$ cat config.mk
export PLATFORM = sky130hd
export DESIGN_NAME = pipe_if_stage_flat
export DESIGN_NICKNAME = d
export VERILOG_FILES = /design/src/rtl/pipe_if_stage_if.sv /design/src/rtl/pipe_if_stage.sv /design/src/flat_wrapper.sv
export SDC_FILE = /design/constraint.sdc
export NUM_CORES = 1
export LEC_CHECK = 0
export CAP_MARGIN = 20
export CORE_MARGIN = 2
export CORE_UTILIZATION = 40
export DETAILED_ROUTE_END_ITERATION = 10
export HOLD_SLACK_MARGIN = 0.12
export PLACE_DENSITY = 0.69
export SKIP_CTS_REPAIR_TIMING = 1
export SLEW_MARGIN = 30
export SYNTH_ARGS = -nofsm -noshare
export SYNTH_HDL_FRONTEND = slang
export SYNTH_SLANG_ARGS = --single-unit
$ cat constraint.sdc
create_clock -name clock -period 13.4 [get_ports clock]
set_input_delay 2.01 -clock clock [delete_from_list [all_inputs] [get_ports clock]]
set_output_delay 2.01 -clock clock [all_outputs]
set_load 0.01 [all_outputs]
$ cat src/rtl/pipe_if_stage_if.sv
// Bundle of the fetch stage's decode-side and instruction-memory-side signals.
// master = the fetch stage, slave = the surrounding pipeline / memory.
interface pipe_if_stage_if;
  logic [31:0] bpc;
  logic [31:0] jpc;
  logic [31:0] rpc;
  logic [1:0]  pcsource;
  logic        wpcir;
  logic        imem_req;
  logic [31:0] imem_addr;
  logic        imem_ready;
  logic [31:0] imem_rdata;
  logic [31:0] pc;
  logic [31:0] dpc4;
  logic [31:0] inst;
  logic        dvalid;

  modport master (
    input  bpc, jpc, rpc, pcsource, wpcir, imem_ready, imem_rdata,
    output imem_req, imem_addr, pc, dpc4, inst, dvalid
  );

  modport slave (
    output bpc, jpc, rpc, pcsource, wpcir, imem_ready, imem_rdata,
    input  imem_req, imem_addr, pc, dpc4, inst, dvalid
  );
endinterface

$ cat src/rtl/pipe_if_stage.sv
// Instruction-fetch stage + IF/ID register with variable-latency imem handshake.
// Optional PIPEIF_DSLOT_SQUASH_EN: the delay-slot fetch after a redirect enters IF/ID as a bubble.
module pipe_if_stage #(
  parameter logic [31:0] RESET_PC = 32'h0000_0000,
  parameter logic [31:0] NOP_INST = 32'h0000_0000
) (
  input logic            clock,
  input logic            reset,
  pipe_if_stage_if.master bus
);

  typedef enum logic {S_REQ, S_HOLD} state_t;

  state_t      state_q, state_d;
  logic [31:0] pc_q, pc_d;
  logic [31:0] dpc4_q, dpc4_d;
  logic [31:0] inst_q, inst_d;
  logic        dvalid_q, dvalid_d;
  logic        req_q, req_d;
  logic [31:0] hold_pc4_q, hold_pc4_d;
  logic [31:0] hold_inst_q, hold_inst_d;
  logic        pend_q, pend_d;
  logic [31:0] pend_tgt_q, pend_tgt_d;

  logic [31:0] pc4, tgt, npc, ld_pc4, ld_inst;
  logic        done, advance, load_real, redirect_now;

`ifdef PIPEIF_DSLOT_SQUASH_EN
  logic squash_q, squash_d;
`endif

  assign pc4          = pc_q + 32'd4;
  // req_q gates completion so imem_ready is ignored while no request is out
  assign done         = (state_q == S_REQ) && req_q && bus.imem_ready;
  assign redirect_now = bus.wpcir && dvalid_q && (bus.pcsource != 2'b00);

  always_comb begin
    tgt = pc4;
    case (bus.pcsource)
      2'b01:   tgt = bus.bpc;
      2'b10:   tgt = bus.rpc;
      2'b11:   tgt = bus.jpc;
      default: tgt = pc4;
    endcase
  end

  always_comb begin
    if (redirect_now)  npc = tgt;
    else if (pend_q)   npc = pend_tgt_q;
    else               npc = pc4;
  end

  always_comb begin
    state_d     = state_q;
    dpc4_d      = dpc4_q;
    inst_d      = inst_q;
    dvalid_d    = dvalid_q;
    hold_pc4_d  = hold_pc4_q;
    hold_inst_d = hold_inst_q;
    pend_d      = pend_q;
    pend_tgt_d  = pend_tgt_q;
    load_real   = 1'b0;
    advance     = 1'b0;
    ld_pc4      = pc4;
    ld_inst     = bus.imem_rdata;
`ifdef PIPEIF_DSLOT_SQUASH_EN
    squash_d    = squash_q;
`endif

    case (state_q)
      S_REQ: begin
        if (done) begin
          if (bus.wpcir) begin
            load_real = 1'b1;
            advance   = 1'b1;
          end else begin
            hold_pc4_d  = pc4;
            hold_inst_d = bus.imem_rdata;
            state_d     = S_HOLD;
          end
        end else if (bus.wpcir) begin
          inst_d   = NOP_INST;
          dvalid_d = 1'b0;
        end
      end
      S_HOLD: begin
        if (bus.wpcir) begin
          load_real = 1'b1;
          advance   = 1'b1;
          ld_pc4    = hold_pc4_q;
          ld_inst   = hold_inst_q;
          state_d   = S_REQ;
        end
      end
      default: state_d = S_REQ;
    endcase

    if (load_real) begin
      dpc4_d   = ld_pc4;
      inst_d   = ld_inst;
      dvalid_d = 1'b1;
    end

`ifdef PIPEIF_DSLOT_SQUASH_EN
    // The slot loaded in the same cycle as the redirect, or the first one after it, is dropped
    if (load_real) begin
      if (squash_q || redirect_now) begin
        inst_d   = NOP_INST;
        dvalid_d = 1'b0;
      end
      squash_d = 1'b0;
    end else if (redirect_now) begin
      squash_d = 1'b1;
    end
`endif

    if (advance) begin
      pend_d = 1'b0;
    end else if (redirect_now) begin
      pend_d     = 1'b1;
      pend_tgt_d = tgt;
    end
  end

  assign pc_d  = advance ? npc : pc_q;
  assign req_d = (state_d == S_REQ);

  always_ff @(posedge clock or posedge reset) begin
    if (reset) begin
      state_q     <= S_REQ;
      pc_q        <= RESET_PC;
      dpc4_q      <= 32'h0;
      inst_q      <= NOP_INST;
      dvalid_q    <= 1'b0;
      req_q       <= 1'b0;
      hold_pc4_q  <= 32'h0;
      hold_inst_q <= 32'h0;
      pend_q      <= 1'b0;
      pend_tgt_q  <= 32'h0;
    end else begin
      state_q     <= state_d;
      pc_q        <= pc_d;
      dpc4_q      <= dpc4_d;
      inst_q      <= inst_d;
      dvalid_q    <= dvalid_d;
      req_q       <= req_d;
      hold_pc4_q  <= hold_pc4_d;
      hold_inst_q <= hold_inst_d;
      pend_q      <= pend_d;
      pend_tgt_q  <= pend_tgt_d;
    end
  end

`ifdef PIPEIF_DSLOT_SQUASH_EN
  always_ff @(posedge clock or posedge reset) begin
    if (reset) squash_q <= 1'b0;
    else       squash_q <= squash_d;
  end
`endif

  assign bus.imem_req  = req_q;
  assign bus.imem_addr = pc_q;
  assign bus.pc        = pc_q;
  assign bus.dpc4      = dpc4_q;
  assign bus.inst      = inst_q;
  assign bus.dvalid    = dvalid_q;

endmodule

$ cat src/flat_wrapper.sv
// flat-port wrapper written by rule: the top's interface ports become plain ports
module pipe_if_stage_flat 
#(
  parameter logic [31:0] RESET_PC = 32'h0000_0000,
  parameter logic [31:0] NOP_INST = 32'h0000_0000
)
  (clock, reset, bus_bpc, bus_jpc, bus_rpc, bus_pcsource, bus_wpcir, bus_imem_ready, bus_imem_rdata, bus_imem_req, bus_imem_addr, bus_pc, bus_dpc4, bus_inst, bus_dvalid);
  pipe_if_stage_if bus_i ();
  input logic clock;
  input logic reset;
  input wire logic [$bits(bus_i.bpc)-1:0] bus_bpc;
  input wire logic [$bits(bus_i.jpc)-1:0] bus_jpc;
  input wire logic [$bits(bus_i.rpc)-1:0] bus_rpc;
  input wire logic [$bits(bus_i.pcsource)-1:0] bus_pcsource;
  input wire logic [$bits(bus_i.wpcir)-1:0] bus_wpcir;
  input wire logic [$bits(bus_i.imem_ready)-1:0] bus_imem_ready;
  input wire logic [$bits(bus_i.imem_rdata)-1:0] bus_imem_rdata;
  output wire logic [$bits(bus_i.imem_req)-1:0] bus_imem_req;
  output wire logic [$bits(bus_i.imem_addr)-1:0] bus_imem_addr;
  output wire logic [$bits(bus_i.pc)-1:0] bus_pc;
  output wire logic [$bits(bus_i.dpc4)-1:0] bus_dpc4;
  output wire logic [$bits(bus_i.inst)-1:0] bus_inst;
  output wire logic [$bits(bus_i.dvalid)-1:0] bus_dvalid;
  assign bus_i.bpc = bus_bpc;
  assign bus_i.jpc = bus_jpc;
  assign bus_i.rpc = bus_rpc;
  assign bus_i.pcsource = bus_pcsource;
  assign bus_i.wpcir = bus_wpcir;
  assign bus_i.imem_ready = bus_imem_ready;
  assign bus_i.imem_rdata = bus_imem_rdata;
  assign bus_imem_req = bus_i.imem_req;
  assign bus_imem_addr = bus_i.imem_addr;
  assign bus_pc = bus_i.pc;
  assign bus_dpc4 = bus_i.dpc4;
  assign bus_inst = bus_i.inst;
  assign bus_dvalid = bus_i.dvalid;
  pipe_if_stage #(.RESET_PC(RESET_PC), .NOP_INST(NOP_INST)) u_core (.clock(clock), .reset(reset), .bus(bus_i));
endmodule
==> summary.md, run 1 <==
| Metric | Value |
|---|---|
| Hold Startpoint | `u_core.bus.dpc4[8]$_DFFE_PP0P_` |
| Seq/Total Area, Yosys | `0.490` |
| Hold Path End | `u_core.bus.dpc4[8]$_DFFE_PP0P_` |
| RR Startpoint | `u_core.bus.imem_req$_DFF_PP0_` |
| CTS Buf Count | `17` |
| RSZ-0062 raised after global routing | `false` |
| Critical path class | `in2reg` |
| Yosys cell types | `55` |
| Iter 0 DRT Violations | `657` |
| DIE HEIGHT | `162 um` |
| Status | `finished clean` |
| 1st-pass router iterations | `7` |
| EDFF count, synth | `0` |
| Req. time, crit path | `13.76 ns` |
| Vias per cell | `5.49` |
| Total Power | `2310 uW` |
| Logic pwr share | `0.350` |
| Hold violation total from the final report | `0` |
| Sw Share | `0.352` |
| Skew final | `0.0146 ns` |
| H-tree depth | `4` |
| Avg Synthesized Cell Area | `9.97 um2` |
| CP startpoint kind | `primary input` |
| Critical-path maximum fanout | `35` |
| Top_reg_cell synth | `dfrtp_1` |
| Top area cells in the synthesized netlist | `dfrtp_1, mux2_2, o21ai_0` |
| Initial antenna violation count | `1` |
| Cells after synthesis | `1004` |
| Area leader, netlist | `dfrtp_1` |
| Reg2reg end | `u_core.bus.imem_addr[7]$_DFFE_PP0P_` |
| Final setup fails | `0` |
| CTS tree | `built` |
| Root buffer cell | `clkbuf_16` |
| CP Capture Type | `flip-flop` |
| Hold path depth | `1` |
| Routed WL per cell | `19.5 um` |
| Leak | `between 0.005 and 0.006 uW` |
| Clk pwr share | `0.232` |
| CTS Sinks | `roughly 200` |
| Max IR drop VDD | `0.0937 mV` |
| Total track usage | `0.229` |
| Core Area | `24500 um2` |
| Final worst path period need | `4.31 ns` |
| Via count | `8415` |
| Final worst path period share | `0.322` |
| Die width | `approximately 160 um` |
| First-pass GRT wire length | `46.7 mm` |
| CTS clk-pin slew, worst paths | `0.08 ns` |
| Reg2Reg Depth | `6` |
| Register-to-register setup slack | `10.75 ns` |
| DRC | `0` |
| IO buf count | `263` |
| Site row count | `57` |
| GP Congestion | `0.817` |
| Synth Warn # | `0` |
| Layout Nets | `1330` |
| Asr flop ratio synth | `1.00` |
| Max Root-Sink Buffers | `2` |
| Dpl hpwl | `20.8 mm` |
| Mapped Area | `10000 um2` |
| Net Count, Synth | `1139` |
| Initial core utilization | `0.409` |
| Post-synth top area share | `0.490` |
| Share of cells above drive strength 1 | `0.135` |
| Psw | `815 uW` |
| Fmax | `232 MHz` |
| WL final | `29.8 mm` |
| Vias in the first global route | `8242` |
| Worst EP arrival | `4.67 ns` |
| PD cells | `174 nW/um2` |
| Max-cap viol count | `0` |
| Seq pwr share | `0.419` |
| Largest net degree at the start of global routing | `139` |
| Final setup TNS | `0 ns` |
| Commonest cells post-synth | `dfrtp_1, mux2_2, o21ai_0, nand2_1, nor2_1` |
| Die ar. | `about 26000 um2` |
| Worst slew margin | `0.413` |
| Pint | `1500 uW` |
| Final ANT Viol Nets | `0` |
| Measured slew at the worst slew-check pin | `slightly below 0.9 ns` |
| Ports | `roughly 260` |
| Clock latency on the worst-skew pair | `0.45 ns` |
| Synth-to-Final Area Change | `32.5%` |
| GRT Residual Overflow | `0` |
| N_diodes | `0` |
| Fin. max-slew vios | `0` |
| Yosys reg bits | `196` |
| HP Class | `reg2reg` |
| Count leader, synth | `dfrtp_1` |
[sequential cells by signal, summed over array words and instances (netlist names)]
name / flops
u_core.bus.imem_addr: 32
u_core.bus.inst: 32
u_core.pend_tgt_q: 32
u_core.pend_q: 1
u_core.bus.imem_req: 1
u_core.bus.dpc4: 32
u_core.hold_pc4_q: 32
u_core.bus.dvalid: 1
u_core.state_q: 1
u_core.hold_inst_q: 32
[power groups by stage]
stage	combinational [uW]	sequential [uW]	clock [uW]
6_report	808	968	536
5_1_grt	882	995	567
4_1_cts	813	966	545
3_5_place_dp	809	976	0
3_3_place_gp	794	970	0
2_1_floorplan	437	954	0
[metal layers]
metal / share of wire / GRT usage / up-vias
met5: 0.00040 / 0 / -
li1: - / - / 3918
met2: 0.47 / 0.367 / 319
met3: 0.078 / 0.0610 / 33
met1: 0.43 / 0.311 / 4143
met4: 0.019 / 0.0579 / 2
[layout make-up]
class | instances | area [um2]
clock inverter | 14 | 183
clock buffer | 18 | 439
fill | 2153 | 11200
tap | 324 | 405
multi-input combinational | 662 | 4430
sequential | 196 | 4900
timing repair buffer | 276 | 2730
inverter | 42 | 170
[cell families after synthesis]
family          count (synthesis)  synth area share
flops                         196             0.490
simple gates                  240             0.114
mux                           119             0.135
buf+inv                       146            0.0695
compound gates                275             0.166
xor+xnor                       27            0.0236
fa+ha+maj                       1           0.00125
[worst max-delay path, stage by stage]
cell	delay, ns
clkdlybuf4s50_1	0.50
a21o_1	0.12
buf_4	0.37
and2_1	0.62
nand2_1	0.51
a211o_1	0.42
o211ai_1	0.09
[stage by stage]
stage	util	setup slack, ns	area [um2]	hold WS (ns)	instances
after floorplan	-	6.05	10000	0.444	1004
after global placement	0.515	8.73	12600	0.460	1499
after detailed placement	0.515	8.67	12600	0.465	1499
after CTS	0.541	9.14	13200	0.481	1531
after global routing	0.542	8.93	13300	0.509	1532
final	0.542	9.09	13300	0.479	1532
[layout by cell type, fill, tap and decap left out, drive strengths merged, types with 7 or more instances in the layout]
master / count
o22ai: 11
mux2i: 16
nand4: 9
o21ai: 119
mux2: 100
dfrtp: 196
xnor2: 7
nor2: 66
xor2: 20
nand3: 57
nor3: 9
inv: 49
a22oi: 27
nand2: 76
a21o: 7
a21oi: 55
clkdlybuf4s50: 261
clkbuf: 18
buf: 15
a2bb2oi: 13
[worst max-delay path by stage]
stage,start,to,slack [ns]
detailed placement,bus_imem_ready,u_core.bus.imem_addr[7]$_DFFE_PP0P_,8.67
CTS,bus_imem_ready,u_core.bus.imem_addr[7]$_DFFE_PP0P_,9.14
finish,bus_imem_ready,u_core.bus.imem_addr[7]$_DFFE_PP0P_,9.09
global placement,bus_imem_ready,u_core.bus.imem_addr[7]$_DFFE_PP0P_,8.73
floorplan,reset,u_core.bus.dpc4[0]$_DFFE_PP0P_,6.05
global route,bus_imem_ready,u_core.bus.imem_addr[9]$_DFFE_PP0P_,8.93
Power figures use the tool's default switching activity.
==> run 2: changes to the inputs <==
==> constraint.sdc (replaced) <==
create_clock -name clock -period 4.1 [get_ports clock]
set_input_delay 0.615 -clock clock [delete_from_list [all_inputs] [get_ports clock]]
set_output_delay 0.615 -clock clock [all_outputs]
set_load 0.01 [all_outputs]
==> summary.md, run 2 (synthesized netlist as in run 1, its figures left out) <==
| Metric | Value |
|---|---|
| Worst EP arrival | `roughly 3.2 ns` |
| Skew final | `approximately 0.012 ns` |
| Via count | `8385` |
| FF/Latch Area | `4900 um2` |
| Fmax | `348 MHz` |
| Largest net degree at the start of global routing | `82` |
| Routed WL per cell | `19.6 um` |
| WL final | `30.2 mm` |
| Max IR drop VDD | `0.273 mV` |
| 1st-pass router iterations | `5` |
| Total track usage | `0.233` |
| DIE HEIGHT | `between 150 and 200 um` |
| CTS Sinks | `just under 200` |
| Commonest non-fill, non-tap cell in the layout | `clkdlybuf4s50_1` |
| Status | `finished clean` |
| DRC | `0` |
| Req. time, crit path | `4.41 ns` |
| Critical path class | `reg2reg` |
| CTS Buf Count | `17` |
| Measured slew at the worst slew-check pin | `around 0.9 ns` |
| Dpl ws | `0.871 ns` |
| HP Class | `reg2reg` |
| GP Congestion | `0.853` |
| Setup WS post-layout | `roughly 1.2 ns` |
| Hold path depth | `2` |
| Max Root-Sink Buffers | `2` |
| DP Area | `12700 um2` |
| Fin. max-slew vios | `0` |
| CP startpoint kind | `flip-flop` |
| Core Area | `24500 um2` |
| IO buf count | `263` |
| Worst slew margin | `0.402` |
| Fin area | `approximately 13000 um2` |
| Most frequent cells in the layout | `clkdlybuf4s50_1, dfrtp_1, mux2_2` |
| Site row count | `57` |
| Hold Startpoint | `u_core.bus.dpc4[5]$_DFFE_PP0P_` |
| Clock latency on the worst-skew pair | `0.45 ns` |
| Final Core Density | `0.546` |
| Hold Path End | `u_core.bus.dpc4[5]$_DFFE_PP0P_` |
| RR Startpoint | `u_core.state_q$_DFF_PP0_` |
| Final setup fails | `0` |
| Final ANT Viol Nets | `0` |
| Iter 0 DRT Violations | `507` |
| Max-cap viol count | `0` |
| Area of the multi-input gates | `4420 um2` |
| Vias per cell | `5.44` |
| Reg2reg end | `u_core.bus.imem_addr[22]$_DFFE_PP0P_` |
| Root buffer cell | `clkbuf_16` |
| Register-to-register setup slack | `around 1.2 ns` |
| Final setup TNS | `0 ns` |
| CP Capture Type | `flip-flop` |
| Critical-path maximum fanout | `37` |
| Dpl hpwl | `21.6 mm` |
| First-pass GRT wire length | `approximately 47 mm` |
| Synth-to-Final Area Change | `33.5%` |
| PD cells | `roughly 580 nW/um2` |
| GRT Residual Overflow | `0` |
| Final worst path period need | `2.87 ns` |
| RSZ-0062 raised after global routing | `false` |
| WHS | `0.479 ns` |
| Initial core utilization | `0.409` |
| CTS tree | `built` |
| Layout Nets | `1339` |
| Die ar. | `26300 um2` |
| Share of cells above drive strength 1 | `0.141` |
| Fillers | `2157` |
| Final worst path period share | `0.701` |
| H-tree depth | `4` |
| Ports | `roughly 260` |
| Initial antenna violation count | `2` |
| Vias in the first global route | `about 8300` |
| Reg2Reg Depth | `6` |
| Hold violation total from the final report | `0` |
| Leak | `0.00554 uW` |
| CTS clk-pin slew, worst paths | `0.08 ns` |
| Die width | `162 um` |
run 2: cell count changes in the layout (fill, tap and decap cells not counted):
cell,delta
inv_12,+3
clkbuf_8,-1
inv_6,-2
inv_8,-1
bufinv_16,+1
nand2_4,-1
buf_4,+9
diode_2,+1
nand2_2,+1
run 2: through the flow:
stage / std cells / total power (uW)
after floorplan: 1004 / 4550
after global placement: 1509 / 5800
after detailed placement: 1509 / 5870
after CTS: 1541 / 7750
after global routing: 1541 / 8130
final: 1542 / 7710
run 2: final cells by class:
type                       count  share of cell area
multi-input combinational    662               0.331
clock inverter                15              0.0181
tap                          324              0.0303
antenna                        1            0.000187
clock buffer                  17              0.0318
sequential                   196               0.367
timing repair buffer         285               0.210
inverter                      42              0.0121
run 2: worst max-delay path, stage by stage, from the launching register on:
cell	delay, ns
dfrtp_1	0.33
buf_4	0.44
a21o_1	0.46
nand2_2	0.58
a311oi_1	0.64
a21oi_1	0.14
a2bb2oi_1	0.14
run 2: where the power goes:
part	switching (uW)	internal (uW)
combinational	1210	1470
sequential	625	2540
clock	897	966
total	2740	4970
run 2: routing by layer:
| layer | vias to the layer above | GRT usage | wire length (um) |
|---|---|---|---|
| met4 | 4 | 0.0700 | 539 |
| met3 | 37 | 0.0661 | 2420 |
| met2 | 318 | 0.376 | 14500 |
| met1 | 4097 | 0.307 | 12800 |
| met5 | - | 0 | 27 |
| li1 | 3929 | - | - |
run 2: worst max-delay path by stage:
| stage | slack, ns | from | end |
|---|---|---|---|
| 2_1_floorplan | 0.95 | reset | u_core.bus.dpc4[0]$_DFFE_PP0P_ |
| 3_3_place_gp | 0.95 | bus_pcsource[0] | u_core.bus.imem_addr[28]$_DFFE_PP0P_ |
| 3_5_place_dp | 0.87 | bus_pcsource[0] | u_core.bus.imem_addr[28]$_DFFE_PP0P_ |
| 4_1_cts | 1.23 | u_core.state_q$_DFF_PP0_ | u_core.bus.imem_addr[22]$_DFFE_PP0P_ |
| 5_1_grt | 1.02 | u_core.state_q$_DFF_PP0_ | u_core.bus.dpc4[16]$_DFFE_PP0P_ |
| 6_report | 1.23 | u_core.state_q$_DFF_PP0_ | u_core.bus.imem_addr[22]$_DFFE_PP0P_ |
